--- src/rtl/cordic_pkg.sv ---
// Shared constants, FSM state type and elaboration-time helpers for the
// rotation-mode CORDIC sin/cos generator.
package cordic_pkg;

    // CORDIC gain compensation 1/prod(sqrt(1+2^-2i)) = 0.6072529350, Q1.30
    localparam int unsigned K_FRAC = 30;
    localparam logic [31:0] K_Q    = 32'd652032875;

    // Controller states
    typedef enum logic [1:0] {
        IDLE = 2'd0,
        ROT  = 2'd1,
        OUT  = 2'd2
    } state_t;

    // Top two phase bits selecting the +/-pi/2 pre-rotation
    localparam logic [1:0] QUAD_POS_HALF = 2'b01;
    localparam logic [1:0] QUAD_NEG_HALF = 2'b10;

    // Starting x magnitude: round(ampl * K)
    function automatic logic [31:0] calc_x0(input int unsigned ampl);
        logic [63:0] prod;
        prod = 64'(ampl) * 64'(K_Q);
        prod = prod + (64'd1 << (K_FRAC - 1));
        return 32'(prod >> K_FRAC);
    endfunction

    // atan(2^-idx)/pi, rounded to frac_bits fractional bits (frac_bits <= 31)
    function automatic logic [31:0] atan_pi_q(input int unsigned idx, input int unsigned frac_bits);
        logic [31:0] q31;
        logic [63:0] v;
        case (idx)
            0:       q31 = 32'd536870912;
            1:       q31 = 32'd316933406;
            2:       q31 = 32'd167458907;
            3:       q31 = 32'd85004763;
            4:       q31 = 32'd42667331;
            5:       q31 = 32'd21354465;
            6:       q31 = 32'd10679837;
            7:       q31 = 32'd5340245;
            8:       q31 = 32'd2670163;
            9:       q31 = 32'd1335086;
            10:      q31 = 32'd667544;
            11:      q31 = 32'd333772;
            12:      q31 = 32'd166886;
            13:      q31 = 32'd83443;
            14:      q31 = 32'd41722;
            15:      q31 = 32'd20861;
            16:      q31 = 32'd10430;
            17:      q31 = 32'd5215;
            18:      q31 = 32'd2608;
            19:      q31 = 32'd1304;
            20:      q31 = 32'd652;
            21:      q31 = 32'd326;
            22:      q31 = 32'd163;
            23:      q31 = 32'd81;
            default: q31 = 32'd0;
        endcase
        if (frac_bits >= 31) begin
            v = 64'(q31);
        end else begin
            v = (64'(q31) + (64'd1 << (30 - frac_bits))) >> (31 - frac_bits);
        end
        return 32'(v);
    endfunction

endpackage

--- src/rtl/cordic_atan_rom.sv ---
// atan(2^-i)/pi table with one cycle of read latency.
// ROM_FILE names the table image; contents are generated at elaboration from
// the same atan/pi definition, and an empty name yields an all-zero table.
module cordic_atan_rom
    import cordic_pkg::*;
#(
    parameter int unsigned DEPTH    = 16,
    parameter int unsigned ADDR_W   = 5,
    parameter int unsigned DATA_W   = 16,
    parameter              ROM_FILE = "atan_pi_rom.hex"
) (
    input  logic              clk,
    input  logic [ADDR_W-1:0] i_addr,
    output logic [DATA_W-1:0] o_data
);

    localparam int unsigned IDX_W     = (DEPTH > 1) ? $clog2(DEPTH) : 1;
    localparam bit          HAS_IMAGE = |ROM_FILE;

    logic [DATA_W-1:0] w_table [DEPTH];
    logic [DATA_W-1:0] r_data;

    // Constant table, one entry per iteration
    for (genvar g = 0; g < DEPTH; g++) begin : g_tab
        assign w_table[g] = HAS_IMAGE ? DATA_W'(atan_pi_q(g, DATA_W - 1)) : '0;
    end

    // Registered read; addresses past the table return zero
    always_ff @(posedge clk) begin
        if (i_addr < ADDR_W'(DEPTH)) begin
            r_data <= w_table[IDX_W'(i_addr)];
        end else begin
            r_data <= '0;
        end
    end

    assign o_data = r_data;

endmodule

--- src/rtl/cordic_sincos.sv ---
// Iterative rotation-mode CORDIC: phase (angle/pi) -> (AMPL*cos, AMPL*sin).
// Optional macro SINCOS_SAT_EN: clamp x/y to the output range instead of
// truncating to the low DOUT_WIDTH bits.
module cordic_sincos
    import cordic_pkg::*;
#(
    parameter int unsigned DIN_WIDTH  = 16,
    parameter int unsigned DOUT_WIDTH = 16,
    parameter int unsigned ITER       = 16,
    parameter int unsigned AMPL       = 32000,
    parameter              ROM_FILE   = "atan_pi_rom.hex"
) (
    input  logic                  clk,
    input  logic                  rst_n,
    input  logic [DIN_WIDTH-1:0]  phase,
    input  logic                  din_valid,
    output logic                  sys_ready,
    output logic [DOUT_WIDTH-1:0] cos_out,
    output logic [DOUT_WIDTH-1:0] sin_out,
    output logic                  dout_valid
);

    localparam int unsigned XY_W  = DOUT_WIDTH + 2;
    localparam int unsigned Z_W   = DIN_WIDTH + 1;
    localparam int unsigned CNT_W = $clog2(ITER + 1);

    localparam logic signed [XY_W-1:0] X0     = XY_W'(calc_x0(AMPL));
    localparam logic signed [Z_W-1:0]  Z_HALF = Z_W'(64'd1 << (DIN_WIDTH - 2));
`ifdef SINCOS_SAT_EN
    localparam logic signed [XY_W-1:0] SAT_MAX = XY_W'((64'd1 << (DOUT_WIDTH - 1)) - 64'd1);
`endif

    state_t                  r_state;
    state_t                  w_state_nxt;
    logic                    w_accept;
    logic [CNT_W-1:0]        w_rom_addr;
    logic [CNT_W-1:0]        r_cnt;
    logic [DIN_WIDTH-1:0]    w_atan;
    logic signed [Z_W-1:0]   w_atan_z;
    logic signed [Z_W-1:0]   w_phase_z;
    logic [1:0]              w_top2;
    logic                    w_dir;
    logic signed [XY_W-1:0]  w_xs;
    logic signed [XY_W-1:0]  w_ys;
    logic signed [XY_W-1:0]  r_x;
    logic signed [XY_W-1:0]  r_y;
    logic signed [Z_W-1:0]   r_z;
    logic [DOUT_WIDTH-1:0]   r_cos;
    logic [DOUT_WIDTH-1:0]   r_sin;
    logic                    r_valid;
    logic                    r_ready;

    // Reduce internal x/y to the output width
    function automatic logic [DOUT_WIDTH-1:0] narrow(input logic signed [XY_W-1:0] v);
`ifdef SINCOS_SAT_EN
        if (v > SAT_MAX) begin
            return DOUT_WIDTH'(SAT_MAX);
        end
        if (v < -SAT_MAX) begin
            return DOUT_WIDTH'(-SAT_MAX);
        end
`endif
        return DOUT_WIDTH'(v);
    endfunction

    cordic_atan_rom #(
        .DEPTH    (ITER),
        .ADDR_W   (CNT_W),
        .DATA_W   (DIN_WIDTH),
        .ROM_FILE (ROM_FILE)
    ) u_atan_rom (
        .clk    (clk),
        .i_addr (w_rom_addr),
        .o_data (w_atan)
    );

    assign w_top2    = phase[DIN_WIDTH-1 -: 2];
    assign w_phase_z = {phase[DIN_WIDTH-1], phase};
    assign w_atan_z  = {1'b0, w_atan};
    assign w_dir     = ~r_z[Z_W-1];
    assign w_xs      = r_x >>> r_cnt;
    assign w_ys      = r_y >>> r_cnt;

    // State register
    always_ff @(posedge clk) begin
        if (!rst_n) begin
            r_state <= IDLE;
        end else begin
            r_state <= w_state_nxt;
        end
    end

    // Next state, accept decode and ROM address (one entry ahead of the iteration)
    always_comb begin
        w_state_nxt = r_state;
        w_accept    = 1'b0;
        w_rom_addr  = '0;
        case (r_state)
            IDLE: begin
                w_accept = din_valid & r_ready;
                if (w_accept) begin
                    w_state_nxt = ROT;
                end
            end
            ROT: begin
                w_rom_addr = r_cnt + CNT_W'(1);
                if (r_cnt == CNT_W'(ITER - 1)) begin
                    w_state_nxt = OUT;
                end
            end
            OUT: begin
                w_state_nxt = IDLE;
            end
            default: begin
                w_state_nxt = IDLE;
            end
        endcase
    end

    // Datapath: quadrant pre-rotation, micro-rotations, output capture
    always_ff @(posedge clk) begin
        if (!rst_n) begin
            r_cnt   <= '0;
            r_x     <= '0;
            r_y     <= '0;
            r_z     <= '0;
            r_cos   <= '0;
            r_sin   <= '0;
            r_valid <= 1'b0;
            r_ready <= 1'b1;
        end else begin
            r_valid <= 1'b0;
            r_ready <= (w_state_nxt == IDLE);
            case (r_state)
                IDLE: begin
                    if (w_accept) begin
                        r_cnt <= '0;
                        case (w_top2)
                            QUAD_POS_HALF: begin
                                r_x <= '0;
                                r_y <= X0;
                                r_z <= w_phase_z - Z_HALF;
                            end
                            QUAD_NEG_HALF: begin
                                r_x <= '0;
                                r_y <= -X0;
                                r_z <= w_phase_z + Z_HALF;
                            end
                            default: begin
                                r_x <= X0;
                                r_y <= '0;
                                r_z <= w_phase_z;
                            end
                        endcase
                    end
                end
                ROT: begin
                    if (w_dir) begin
                        r_x <= r_x - w_ys;
                        r_y <= r_y + w_xs;
                        r_z <= r_z - w_atan_z;
                    end else begin
                        r_x <= r_x + w_ys;
                        r_y <= r_y - w_xs;
                        r_z <= r_z + w_atan_z;
                    end
                    r_cnt <= r_cnt + CNT_W'(1);
                end
                OUT: begin
                    r_cos   <= narrow(r_x);
                    r_sin   <= narrow(r_y);
                    r_valid <= 1'b1;
                end
                default: begin
                end
            endcase
        end
    end

    assign sys_ready  = r_ready;
    assign cos_out    = r_cos;
    assign sin_out    = r_sin;
    assign dout_valid = r_valid;

endmodule
--- config.mk ---
export PLATFORM = sky130hd
export DESIGN_NAME = cordic_sincos
export DESIGN_NICKNAME = d
export VERILOG_FILES = /design/src/rtl/cordic_pkg.sv /design/src/rtl/cordic_atan_rom.sv /design/src/rtl/cordic_sincos.sv
export SDC_FILE = /design/constraint.sdc
export NUM_CORES = 1
export LEC_CHECK = 0
export ABC_AREA = 1
export BUFFER_PORTS_ARGS = -buffer_cell sky130_fd_sc_hd__buf_2
export CAP_MARGIN = 30
export CORE_MARGIN = 1
export CORE_UTILIZATION = 35
export DETAILED_ROUTE_END_ITERATION = 6
export PLACE_DENSITY = 0.62
export SYNTH_ARGS = -nofsm -noshare
export SYNTH_HDL_FRONTEND = slang
export SYNTH_SLANG_ARGS = --single-unit
--- constraint.sdc ---
create_clock -name clk -period 10.05 [get_ports clk]
set_input_delay 1.005 -clock clk [delete_from_list [all_inputs] [get_ports clk]]
set_output_delay 1.005 -clock clk [all_outputs]
set_load 0.1 [all_outputs]
==> metrics.txt, run 1 <==
# TYPE chip_impl_metric gauge
chip_impl_metric{name="drt-wirelength-per-cell",unit="um"} 15.8
chip_impl_metric{name="clk_path_buf_depth",unit=""} 2
chip_impl_metric{name="power.leakage",unit="nW"} 4.91
chip_impl_info{name="grt_setup_unrepaired",value="false"} 1
chip_impl_metric{name="dp_hpwl",unit="mm"} 21.2
chip_impl_metric{name="layout.area.seq",unit="mm2"} 0.00216
chip_impl_metric{name="maxSlewViolCount",unit=""} 0
chip_impl_metric{name="clock_skew",unit="ps"} 11.9
chip_impl_info{name="hp-class",value="flip-flop to flip-flop"} 1
chip_impl_metric{name="worst_slew_pin_slew",unit="ps"} 1010
chip_impl_metric{name="hold_viol_final",unit=""} 0
chip_impl_metric{name="detailroute.via_count",unit=""} 9616
chip_impl_metric{name="synthArstFlopShare",unit="%"} 0
chip_impl_metric{name="postSynthNetCount",unit=""} 1543
chip_impl_info{name="cts_tree",value="done"} 1
chip_impl_metric{name="critical_path.max_stage_delay",unit="ps"} 990
chip_impl_metric{name="worst-endpoint-arrival",unit="ps"} 5520
chip_impl_metric{name="timing.final.crit_period",unit="ps"} 5220
chip_impl_metric{name="fin_worst_hold_slack",unit="ps"} 476
chip_impl_info{name="crit_family",value="simple AND/OR/NAND/NOR gates"} 1
chip_impl_info{name="rr_startpoint",value="r_cnt[0]$_SDFFE_PN0P_"} 1
chip_impl_metric{name="num-nets-final",unit=""} 1553
chip_impl_info{name="post-synth-top-area-cell",value="dfxtp_1"} 1
chip_impl_info{name="critPathMostFrequentCell",value="nand2_1"} 1
chip_impl_metric{name="total_of_fill_cells_in_the_finished_design",unit=""} 2798
chip_impl_metric{name="die_h",unit="um"} 164
chip_impl_metric{name="ios",unit=""} 53
chip_impl_metric{name="clkLatencyLatePin",unit="ps"} 370
chip_impl_metric{name="maxCapViolCount",unit=""} 0
chip_impl_metric{name="die_width",unit="um"} 164
chip_impl_metric{name="yosys_top_cell_area_share",unit="%"} 23.6
chip_impl_metric{name="crit_path_max_fanout",unit=""} 34
chip_impl_info{name="clock-root-buffer",value="clkbuf_16"} 1
chip_impl_info{name="synth-main-ff-cell",value="dfxtp_1"} 1
chip_impl_info{name="yosys.cell_count.top_type",value="nand2_1"} 1
chip_impl_info{name="status",value="complete, no violations"} 1
chip_impl_metric{name="drt_first_iter_violations",unit=""} 923
chip_impl_info{name="ys_top_cells_by_area",value="dfxtp_1 24%, nand2_1 15%, ha_1 8.7%"} 1
chip_impl_info{name="cell_with_the_largest_stage_delay_on_the_worst_path",value="dfxtp_1"} 1
chip_impl_metric{name="synth.avg_cell_area",unit="um2"} 6.29
chip_impl_metric{name="ys_seq_elements",unit=""} 108
chip_impl_metric{name="antenna_cells",unit=""} 0
chip_impl_metric{name="areaGrowthSynthToFinish",unit="%"} 8.50
chip_impl_info{name="path_class",value="flip-flop to flip-flop"} 1
chip_impl_info{name="post_synth_most_frequent_cells",value="354 x nand2_1, 153 x nand3_1, 149 x nor2_1"} 1
chip_impl_metric{name="max-vdd-ir-drop",unit="mV"} 0.135
chip_impl_metric{name="max_slew_headroom",unit="%"} 32.5
chip_impl_metric{name="cts_setup_buffers",unit=""} 0
chip_impl_metric{name="via_count_of_the_first_global_routing_pass",unit=""} 9011
chip_impl_metric{name="number_of_enable_type_register_cells_in_the_synthesized_netlist",unit=""} 0
chip_impl_metric{name="synth_sequential_area_ratio",unit="%"} 23.6
chip_impl_metric{name="r2r_setup_slack",unit="ps"} 4830
chip_impl_metric{name="power.density_cell_area",unit="mW/mm2"} 237
chip_impl_metric{name="post_cts_resize_count",unit=""} 0
chip_impl_metric{name="final-setup-viol-count",unit=""} 0
chip_impl_metric{name="synth_cell_type_count",unit=""} 52
chip_impl_metric{name="synth.cell_area",unit="mm2"} 0.00916
chip_impl_metric{name="area_of_the_multi_input_gates",unit="mm2"} 0.00621
chip_impl_metric{name="grtUsageTotal",unit="%"} 21.6
chip_impl_metric{name="cp_num_buf_inv",unit=""} 4
chip_impl_metric{name="num_rows",unit=""} 58
chip_impl_metric{name="routed_wl",unit="mm"} 28.5
chip_impl_metric{name="numClockSinks",unit=""} 108
chip_impl_metric{name="utilization",unit="%"} 39.1
chip_impl_metric{name="synthesis.yosys.warnings",unit=""} 0
chip_impl_metric{name="initial_utilization",unit="%"} 36.1
chip_impl_metric{name="detail_route.vias_per_cell",unit=""} 5.34
chip_impl_metric{name="portBuffers",unit=""} 52
chip_impl_metric{name="grt_pass1_wl",unit="mm"} 45.5
chip_impl_metric{name="cp_data_required_time",unit="ps"} 10350
chip_impl_metric{name="clkTransAtPathRegs",unit="ps"} 90
chip_impl_info{name="cp_startpoint",value="r_cnt[0]$_SDFFE_PN0P_"} 1
chip_impl_metric{name="grt_max_degree",unit=""} 49
chip_impl_metric{name="place.gp.congestion",unit=""} 0.905
chip_impl_metric{name="ratio_of_final_minimum_period_to_clock_period",unit="%"} 52.0
chip_impl_metric{name="initial_antenna_violation_count",unit=""} 0
chip_impl_info{name="hold_path.startpoint",value="r_z[10]$_SDFFE_PN0P_"} 1
chip_impl_metric{name="cts-hold-fix-buffers",unit=""} 0
chip_impl_info{name="timing.critical_path.to_type",value="flip-flop"} 1
chip_impl_metric{name="cts-htree-levels",unit=""} 3
chip_impl_metric{name="detailedRoute.firstPassIterationCount",unit=""} 6
chip_impl_metric{name="fraction_of_layout_cells_with_a_size_suffix_above_1",unit="%"} 9.38
chip_impl_metric{name="tritoncts.num_buffers",unit=""} 9
chip_impl_metric{name="postRouteAntennaNets",unit=""} 0
chip_impl_metric{name="syn_inst",unit=""} 1457
chip_impl_metric{name="setup_total_negative_slack",unit="ps"} 0
chip_impl_metric{name="maxClockFrequency",unit="MHz"} 191
chip_impl_metric{name="overflow",unit=""} 0
chip_impl_metric{name="route.detailed.drc",unit=""} 0
chip_impl_metric{name="die_area",unit="mm2"} 0.0268
chip_impl_metric{name="core_region_area",unit="mm2"} 0.0254
chip_impl_info{name="crit_path_start_kind",value="flip-flop"} 1
[cell usage in the layout (no fill, tap or decap), drive strengths merged]
cell / synthesis / layout
nand2: 371 / 371
nand3: 162 / 162
nor2: 160 / 160
o21ai: 131 / 131
inv: 123 / 125
a21oi: 124 / 124
dfxtp: 108 / 108
ha: 64 / 64
buf: 29 / 63
xor2: 30 / 30
a31oi: 26 / 26
xnor2: 23 / 23
nor3: 12 / 12
clkbuf: 35 / 9
nand4: 8 / 8
o31ai: 8 / 8
or2: 7 / 7
a21o: 6 / 6
clkinv: 0 / 4
a211oi: 3 / 3
o22ai: 3 / 3
a21boi: 3 / 3
fa: 3 / 3
nor3b: 2 / 2
o211ai: 2 / 2
nand3b: 2 / 2
and2: 2 / 2
nor4: 2 / 2
a221o: 1 / 1
o21a: 1 / 1
a221oi: 1 / 1
a31o: 1 / 1
o311ai: 1 / 1
a22oi: 1 / 1
o41ai: 1 / 1
o21bai: 1 / 1
bufinv: 0 / 1
[path summary, 6_finish.rpt]
path / to / cells past startpoint
setup / recovery: r_x[17]$_SDFFE_PN0P_ / 25
hold / removal: r_z[10]$_SDFFE_PN0P_ / 2
setup reg to reg: r_x[17]$_SDFFE_PN0P_ / 25
hold reg to reg: r_z[10]$_SDFFE_PN0P_ / 2
[layer usage]
| layer | part of all wire, % | up-vias | GRT usage [%] |
|---|---|---|---|
| met1 | 45 | 4447 | 27.7 |
| li1 | - | 4862 | - |
| met5 | 0 | - | 0 |
| met4 | 2.6 | 0 | 8.04 |
| met3 | 5.2 | 43 | 2.88 |
| met2 | 47 | 264 | 36.8 |
[tightest hold or removal path, delay by kind of cell, from the launching register on]
kind	cells	cell delay, ps
simple gates	1	60
flops	1	320
compound gates	1	50
[registers in the layout (all words and copies together), names as in the netlist]
register and cells:
r_z 17, r_cnt 5, sys_ready 1, r_state 2, r_y 18, sin_out 16
dout_valid 1, cos_out 16, u_atan_rom.o_data 14, r_x 18
[cell families (layout without fill, tap and decap cells)]
family / after synthesis / in the layout / share of synthesized area (%)
AO/OA/AOI/OAI: 314 / 314 / 18.6
adder cells (fa/ha/maj): 67 / 67 / 9.40
buffers and inverters: 187 / 202 / 8.76
XOR/XNOR: 53 / 53 / 5.07
AND/OR/NAND/NOR: 728 / 728 / 34.6
flip-flops: 108 / 108 / 23.6
[stage by stage]
step,power [W],cell area (um2),worst slack [ps],std cells
after floorplan,0.00165,9160,6440,1457
after global placement,0.00194,9580,4750,1784
after detailed placement,0.00196,9630,4780,1786
after CTS,0.00235,9940,4780,1802
after global routing,0.00257,9940,4210,1802
final,0.00235,9940,4830,1802
[layout make-up]
cell class | count | area share [%]
clock buffers | 9 | 2.27
inverters | 123 | 4.70
clock inverters | 7 | 0.856
flip-flops and latches | 108 | 21.8
repair buffers | 63 | 3.78
multi-input cells | 1162 | 62.5
well taps | 330 | 4.15
[where the power goes]
part	internal, W	leakage (nW)	switching (W)	total, W
logic	0.000515	3.87	0.000879	0.00139
clock network	0.000198	0.154	0.000184	0.000383
registers	0.000479	0.882	0.0000979	0.000577
total	0.00119	4.91	0.00116	0.00235
Note: power is estimated with default switching activity, not from simulation.
==> inputs of run 2 (changes only) <==
clock period = 4.87 ns   (was 10.05 ns; I/O delays follow)
==> run 2 against run 1 <==
  * Clock power up 97%
  * Global-route usage up 0.32 points
  * Die area unchanged
  * Clock skew about the same
  * Sequential share of layout area about the same
  * Total power up 110%
  * First-iteration DRC count down 25%
  * Critical path type unchanged
==> metrics.txt, run 2 (synthesis gave the netlist of run 1 again) <==
# TYPE chip_impl_metric gauge
chip_impl_info{name="status",value="complete, no violations"} 1
chip_impl_metric{name="clock_skew",unit="ps"} 12.3
chip_impl_metric{name="clk_path_buf_depth",unit=""} 2
chip_impl_metric{name="cp_data_required_time",unit="ps"} 5120
chip_impl_info{name="crit_family",value="simple AND/OR/NAND/NOR gates"} 1
chip_impl_metric{name="cp_num_buf_inv",unit=""} 5
chip_impl_metric{name="detailroute.via_count",unit=""} 9624
chip_impl_metric{name="initial_antenna_violation_count",unit=""} 0
chip_impl_metric{name="postRouteAntennaNets",unit=""} 0
chip_impl_metric{name="grt_pass1_wl",unit="mm"} 46.7
chip_impl_metric{name="core_region_area",unit="mm2"} 0.0254
chip_impl_metric{name="fraction_of_layout_cells_with_a_size_suffix_above_1",unit="%"} 9.86
chip_impl_info{name="clock-root-buffer",value="clkbuf_16"} 1
chip_impl_metric{name="r2r_setup_slack",unit="ps"} 450
chip_impl_metric{name="initial_utilization",unit="%"} 36.1
chip_impl_metric{name="areaGrowthSynthToFinish",unit="%"} 8.73
chip_impl_metric{name="ios",unit=""} 53
chip_impl_metric{name="worst-endpoint-arrival",unit="ps"} 4680
chip_impl_metric{name="utilization",unit="%"} 39.2
chip_impl_metric{name="total_of_fill_cells_in_the_finished_design",unit=""} 2758
chip_impl_metric{name="setup_total_negative_slack",unit="ps"} 0
chip_impl_metric{name="dp_hpwl",unit="mm"} 21.8
chip_impl_info{name="critPathMostFrequentCell",value="nand2_1"} 1
chip_impl_metric{name="cts_setup_buffers",unit=""} 0
chip_impl_metric{name="drt_first_iter_violations",unit=""} 692
chip_impl_metric{name="final-setup-viol-count",unit=""} 0
chip_impl_info{name="rr_startpoint",value="r_cnt[1]$_SDFFE_PN0P_"} 1
chip_impl_info{name="crit_path_start_kind",value="flip-flop"} 1
chip_impl_metric{name="crit_path_max_fanout",unit=""} 18
chip_impl_info{name="path_class",value="flip-flop to flip-flop"} 1
chip_impl_metric{name="portBuffers",unit=""} 52
chip_impl_metric{name="hold_viol_final",unit=""} 0
chip_impl_info{name="timing.critical_path.to_type",value="flip-flop"} 1
chip_impl_info{name="largestRegisters",value="r_x x18, r_y x18, r_z x17"} 1
chip_impl_metric{name="die_h",unit="um"} 164
chip_impl_metric{name="via_count_of_the_first_global_routing_pass",unit=""} 9015
chip_impl_metric{name="total_power",unit="W"} 0.00486
chip_impl_metric{name="detail_route.vias_per_cell",unit=""} 5.32
chip_impl_metric{name="clkLatencyLatePin",unit="ps"} 370
chip_impl_metric{name="drt-wirelength-per-cell",unit="um"} 15.9
chip_impl_metric{name="route.detailed.drc",unit=""} 0
chip_impl_metric{name="num-nets-final",unit=""} 1561
chip_impl_metric{name="layout.area.seq",unit="mm2"} 0.00216
chip_impl_metric{name="maxSlewViolCount",unit=""} 0
chip_impl_metric{name="grt_max_degree",unit=""} 45
chip_impl_metric{name="worst_slew_pin_slew",unit="ps"} 713
chip_impl_info{name="grt_setup_unrepaired",value="false"} 1
chip_impl_metric{name="critical_path_cell_count",unit=""} 27
chip_impl_metric{name="ratio_of_final_minimum_period_to_clock_period",unit="%"} 90.8
chip_impl_metric{name="power.leakage",unit="nW"} 4.92
chip_impl_metric{name="cts-hold-fix-buffers",unit=""} 0
chip_impl_metric{name="area_of_the_multi_input_gates",unit="mm2"} 0.00621
chip_impl_metric{name="die_area",unit="mm2"} 0.0268
chip_impl_metric{name="die_width",unit="um"} 164
chip_impl_metric{name="whs_path_depth",unit=""} 3
chip_impl_metric{name="cts-htree-levels",unit=""} 3
chip_impl_metric{name="numClockSinks",unit=""} 108
chip_impl_metric{name="timing.final.crit_period",unit="ps"} 4420
chip_impl_metric{name="fin_worst_hold_slack",unit="ps"} 377
chip_impl_metric{name="maxCapViolCount",unit=""} 0
chip_impl_metric{name="overflow",unit=""} 0
chip_impl_metric{name="routed_wl",unit="mm"} 28.7
chip_impl_info{name="hp-class",value="primary input to flip-flop"} 1
chip_impl_info{name="hold_path.startpoint",value="phase[0]"} 1
chip_impl_metric{name="place.gp.congestion",unit=""} 0.926
chip_impl_metric{name="tritoncts.num_buffers",unit=""} 9
chip_impl_metric{name="power.density_cell_area",unit="mW/mm2"} 488
chip_impl_metric{name="maxClockFrequency",unit="MHz"} 226
chip_impl_metric{name="clkTransAtPathRegs",unit="ps"} 90
chip_impl_info{name="reg2reg_to",value="r_y[14]$_SDFFE_PN0P_"} 1
chip_impl_metric{name="max_slew_headroom",unit="%"} 52.0
chip_impl_metric{name="antenna_cells",unit=""} 0
chip_impl_metric{name="grtUsageTotal",unit="%"} 21.9
chip_impl_info{name="layout.cells.most_common",value="nand2_1"} 1
chip_impl_info{name="cts_tree",value="done"} 1
chip_impl_metric{name="rr_worst_depth",unit=""} 27
chip_impl_metric{name="critical_path.max_stage_delay",unit="ps"} 470
chip_impl_metric{name="max-vdd-ir-drop",unit="mV"} 0.288
chip_impl_info{name="final_cell_mix",value="354 x nand2_1, 153 x nand3_1, 147 x nor2_1"} 1
chip_impl_info{name="cell_with_the_largest_stage_delay_on_the_worst_path",value="dfxtp_1"} 1
chip_impl_info{name="holdPathEnd",value="r_z[0]$_SDFFE_PN0P_"} 1
chip_impl_metric{name="num_rows",unit=""} 58
chip_impl_metric{name="detailedRoute.firstPassIterationCount",unit=""} 5
## run 2: metal layers
layer / track usage [%] / share of wire [%]
met4: 6.19 / 1.8
met1: 29.2 / 48
met3: 2.30 / 3.8
met5: 0 / 0
met2: 37.3 / 47
## run 2: layout make-up
type	instances	share of cell area, %
clock buffer	9	2.26
clock inverter	7	0.666
inverter	123	4.69
multi-input combinational	1162	62.4
sequential	108	21.7
tap	330	4.15
timing repair buffer	71	4.17
## run 2: where the power goes
group	internal, W	switching [W]	leakage, nW
clock	0.000361	0.000394	0.142
combinational	0.00107	0.00186	3.90
sequential	0.000988	0.000183	0.882
total	0.00242	0.00244	4.92
## run 2: worst max path at each step
stage | start | endpoint | slack, ps
after floorplan | r_cnt[0]$_SDFFE_PN0P_ | r_y[14]$_SDFFE_PN0P_ | 1260
after global placement | r_cnt[1]$_SDFFE_PN0P_ | r_y[14]$_SDFFE_PN0P_ | 400
after detailed placement | r_cnt[1]$_SDFFE_PN0P_ | r_y[14]$_SDFFE_PN0P_ | 350
after CTS | r_cnt[1]$_SDFFE_PN0P_ | r_y[14]$_SDFFE_PN0P_ | 340
after global routing | r_cnt[1]$_SDFFE_PN0P_ | r_y[14]$_SDFFE_PN0P_ | 30
final | r_cnt[1]$_SDFFE_PN0P_ | r_y[14]$_SDFFE_PN0P_ | 450
## run 2: worst register-to-register path: stages, from the launching register on
cell,delay [ps]
dfxtp_1,470
buf_4,260
buf_4,280
nand2_1,150
nand2_1,100
nand2_1,90
nand3_1,80
nand2_1,100
inv_1,120
nor2_4,60
ha_1,260
o21ai_0,230
inv_1,100
fa_1,390
inv_1,90
nand3_1,70
nand2_1,120
nand2_1,60
nand2_1,60
a21oi_1,90
o21ai_1,280
a21boi_0,190
o21ai_0,300
nand2_1,120
nand2_1,70
nand2_1,40
nand3_1,70
a21oi_1,60
## run 2: through the flow
step	cell area [um2]	instances	worst slack, ps
2_1_floorplan	9160	1457	1260
3_3_place_gp	9670	1794	401
3_5_place_dp	9670	1794	350
4_1_cts	9960	1810	340
5_1_grt	9960	1810	25.7
6_report	9960	1810	447
## run 2: timing repair
action                                  CTS  global route
endpoints found under the setup margin    0             2
gates resized for setup                   0             1
endpoints found under the hold margin     0             0
==> inputs of run 3 (changes only) <==
CTS_BUF_LIST = sky130_fd_sc_hd__clkbuf_4 sky130_fd_sc_hd__clkbuf_8   (was not set)
==> run 3 against run 2 <==
  * Register-to-register slack about the same
  * Sequential power about the same
  * Critical path depth unchanged
  * Count of clock-buffer cells in the layout unchanged
  * Final area decreased by 1.0%
  * Clock skew increased by 10 ps
  * Sequential share of layout area increased by 0.22 points
  * Utilization decreased by 0.40 points
  * Die area unchanged
  * Flip-flop and latch count unchanged
  * Total power decreased by 3.7%
==> metrics.txt, run 3 (synthesis gave the netlist of run 1 again) <==
# TYPE chip_impl_metric gauge
chip_impl_metric{name="route.detailed.drc",unit=""} 0
chip_impl_metric{name="layout.area.seq",unit="mm2"} 0.00216
chip_impl_metric{name="via_count_of_the_first_global_routing_pass",unit=""} 9001
chip_impl_info{name="clock-root-buffer",value="clkbuf_8"} 1
chip_impl_metric{name="setup_total_negative_slack",unit="ps"} 0
chip_impl_metric{name="max_slew_headroom",unit="%"} 53.3
chip_impl_metric{name="fraction_of_layout_cells_with_a_size_suffix_above_1",unit="%"} 9.86
chip_impl_info{name="critPathMostFrequentCell",value="nand2_1"} 1
chip_impl_metric{name="swShare",unit="%"} 51.7
chip_impl_metric{name="clock_power_share",unit="%"} 12.2
chip_impl_metric{name="detailroute.via_count",unit=""} 9665
chip_impl_metric{name="grt_pass1_wl",unit="mm"} 46.6
chip_impl_metric{name="detail_route.vias_per_cell",unit=""} 5.34
chip_impl_metric{name="total_of_fill_cells_in_the_finished_design",unit=""} 2774
chip_impl_metric{name="clk_path_buf_depth",unit=""} 2
chip_impl_metric{name="maxSlewViolCount",unit=""} 0
chip_impl_metric{name="initial_antenna_violation_count",unit=""} 0
chip_impl_metric{name="seq_power_share",unit="%"} 25.1
chip_impl_info{name="layout.cells.most_common",value="nand2_1"} 1
chip_impl_metric{name="clkLatencyLatePin",unit="ps"} 410
chip_impl_metric{name="die_area",unit="mm2"} 0.0268
chip_impl_metric{name="maxCapViolCount",unit=""} 0
chip_impl_metric{name="intPower",unit="W"} 0.00226
chip_impl_metric{name="placed_area",unit="mm2"} 0.00967
chip_impl_info{name="cts_tree",value="done"} 1
chip_impl_metric{name="num_rows",unit=""} 58
chip_impl_metric{name="drt_first_iter_violations",unit=""} 803
chip_impl_metric{name="grtUsageTotal",unit="%"} 21.9
chip_impl_metric{name="power.density_cell_area",unit="mW/mm2"} 474
chip_impl_metric{name="num-nets-final",unit=""} 1561
chip_impl_metric{name="crit_path_max_fanout",unit=""} 18
chip_impl_metric{name="power.switching",unit="W"} 0.00242
chip_impl_metric{name="maxClockFrequency",unit="MHz"} 226
chip_impl_info{name="final_cell_mix",value="354 x nand2_1, 153 x nand3_1, 147 x nor2_1"} 1
chip_impl_metric{name="total_power",unit="W"} 0.00468
chip_impl_metric{name="die_h",unit="um"} 164
chip_impl_metric{name="max-vdd-ir-drop",unit="mV"} 0.291
chip_impl_metric{name="comb_power_share",unit="%"} 62.7
chip_impl_metric{name="ios",unit=""} 53
chip_impl_metric{name="areaGrowthSynthToFinish",unit="%"} 7.62
chip_impl_metric{name="cp_data_required_time",unit="ps"} 5170
chip_impl_info{name="cell_with_the_largest_stage_delay_on_the_worst_path",value="dfxtp_1"} 1
chip_impl_info{name="largestRegisters",value="r_x x18, r_y x18, r_z x17"} 1
chip_impl_metric{name="hold_viol_final",unit=""} 0
chip_impl_metric{name="detailedRoute.firstPassIterationCount",unit=""} 5
chip_impl_metric{name="drt-wirelength-per-cell",unit="um"} 15.9
chip_impl_metric{name="area_of_the_multi_input_gates",unit="mm2"} 0.00621
chip_impl_metric{name="worst_slew_pin_slew",unit="ps"} 694
chip_impl_metric{name="clock_skew",unit="ps"} 22.6
chip_impl_metric{name="routed_wl",unit="mm"} 28.8
chip_impl_metric{name="tritoncts.num_buffers",unit=""} 9
chip_impl_metric{name="cts-htree-levels",unit=""} 3
chip_impl_metric{name="clkTransAtPathRegs",unit="ps"} 130
chip_impl_metric{name="overflow",unit=""} 0
chip_impl_metric{name="place.gp.congestion",unit=""} 0.926
chip_impl_metric{name="grt_max_degree",unit=""} 45
chip_impl_info{name="timing.critical_path.to_type",value="flip-flop"} 1
chip_impl_metric{name="postRouteAntennaNets",unit=""} 0
chip_impl_metric{name="worst-endpoint-arrival",unit="ps"} 4730
chip_impl_metric{name="power.leakage",unit="nW"} 4.88
chip_impl_info{name="hp-class",value="primary input to flip-flop"} 1
chip_impl_metric{name="initial_utilization",unit="%"} 36.1
chip_impl_metric{name="ratio_of_final_minimum_period_to_clock_period",unit="%"} 91.0
chip_impl_metric{name="final-setup-viol-count",unit=""} 0
chip_impl_metric{name="place_inst",unit=""} 1794
chip_impl_metric{name="critical_path.max_stage_delay",unit="ps"} 480
chip_impl_metric{name="portBuffers",unit=""} 52
chip_impl_metric{name="antenna_cells",unit=""} 0
chip_impl_metric{name="fin_worst_hold_slack",unit="ps"} 329
chip_impl_metric{name="timing.final.crit_period",unit="ps"} 4430
chip_impl_metric{name="die_width",unit="um"} 164
chip_impl_metric{name="core_region_area",unit="mm2"} 0.0254
chip_impl_metric{name="final_design_area_no_fill",unit="mm2"} 0.00986
chip_impl_metric{name="numClockSinks",unit=""} 108
chip_impl_metric{name="layout.cells.non_filler",unit=""} 1810
chip_impl_metric{name="dp_hpwl",unit="mm"} 21.8
chip_impl_info{name="grt_setup_unrepaired",value="false"} 1
chip_impl_info{name="path_class",value="flip-flop to flip-flop"} 1
chip_impl_info{name="status",value="complete, no violations"} 1
chip_impl_info{name="crit_path_start_kind",value="flip-flop"} 1
-- run 3: cell counts in the layout (fill, tap and decap cells not counted) --
Identical to the previous run, type by type.
-- run 3: metal layers --
metal	vias up	track usage, %	wire length, um
li1	4898	-	-
met1	4479	29.1	13600
met2	254	37.3	13600
met3	34	2.45	1110
met4	0	6.14	482
met5	-	0	0
-- run 3: worst paths after layout --
kind	startpoint	endpoint	slack (ps)	cells past startpoint
hold / removal	phase[0]	r_z[0]$_SDFFE_PN0P_	330	3
setup / recovery	r_cnt[1]$_SDFFE_PN0P_	r_y[14]$_SDFFE_PN0P_	440	27
setup reg to reg	r_cnt[1]$_SDFFE_PN0P_	r_y[14]$_SDFFE_PN0P_	440	27
hold reg to reg	r_z[5]$_SDFFE_PN0P_	r_z[5]$_SDFFE_PN0P_	480	2
-- run 3: final cells by class --
cell class,count,share of cell area [%]
well taps,330,4.19
clock inverters,7,0.673
clock buffers,9,1.26
multi-input cells,1162,63.0
inverters,123,4.73
repair buffers,71,4.21
flip-flops and latches,108,21.9
-- run 3: critical path: cells and delay by family, from the launching register on --
family	cells	cell delay, ps
buf+inv	5	840
compound gates	6	1170
flops	1	480
simple gates	14	1200
fa+ha+maj	2	650
-- run 3: repair_timing --
action / in CTS / in global routing
resized for setup: 0 / 1
setup buffers: 0 / 0
hold buffers: 0 / 0
endpoints found under the setup margin: 0 / 2
-- run 3: power by group through the flow --
stage | Sequential, W | Combinational (W) | Clock, W
2_1_floorplan | 0.00110 | 0.00229 | 0
3_3_place_gp | 0.00119 | 0.00285 | 0
3_5_place_dp | 0.00119 | 0.00287 | 0
4_1_cts | 0.00117 | 0.00289 | 0.000591
5_1_grt | 0.00118 | 0.00331 | 0.000616
6_report | 0.00117 | 0.00293 | 0.000572
-- run 3: per-stage QoR --
| stage | utilization [%] | setup WS, ps |
|---|---|---|
| floorplan | - | 1260 |
| global placement | 38.1 | 401 |
| detailed placement | 38.1 | 350 |
| CTS | 38.8 | 347 |
| global route | 38.8 | 32.0 |
| finish | 38.8 | 438 |
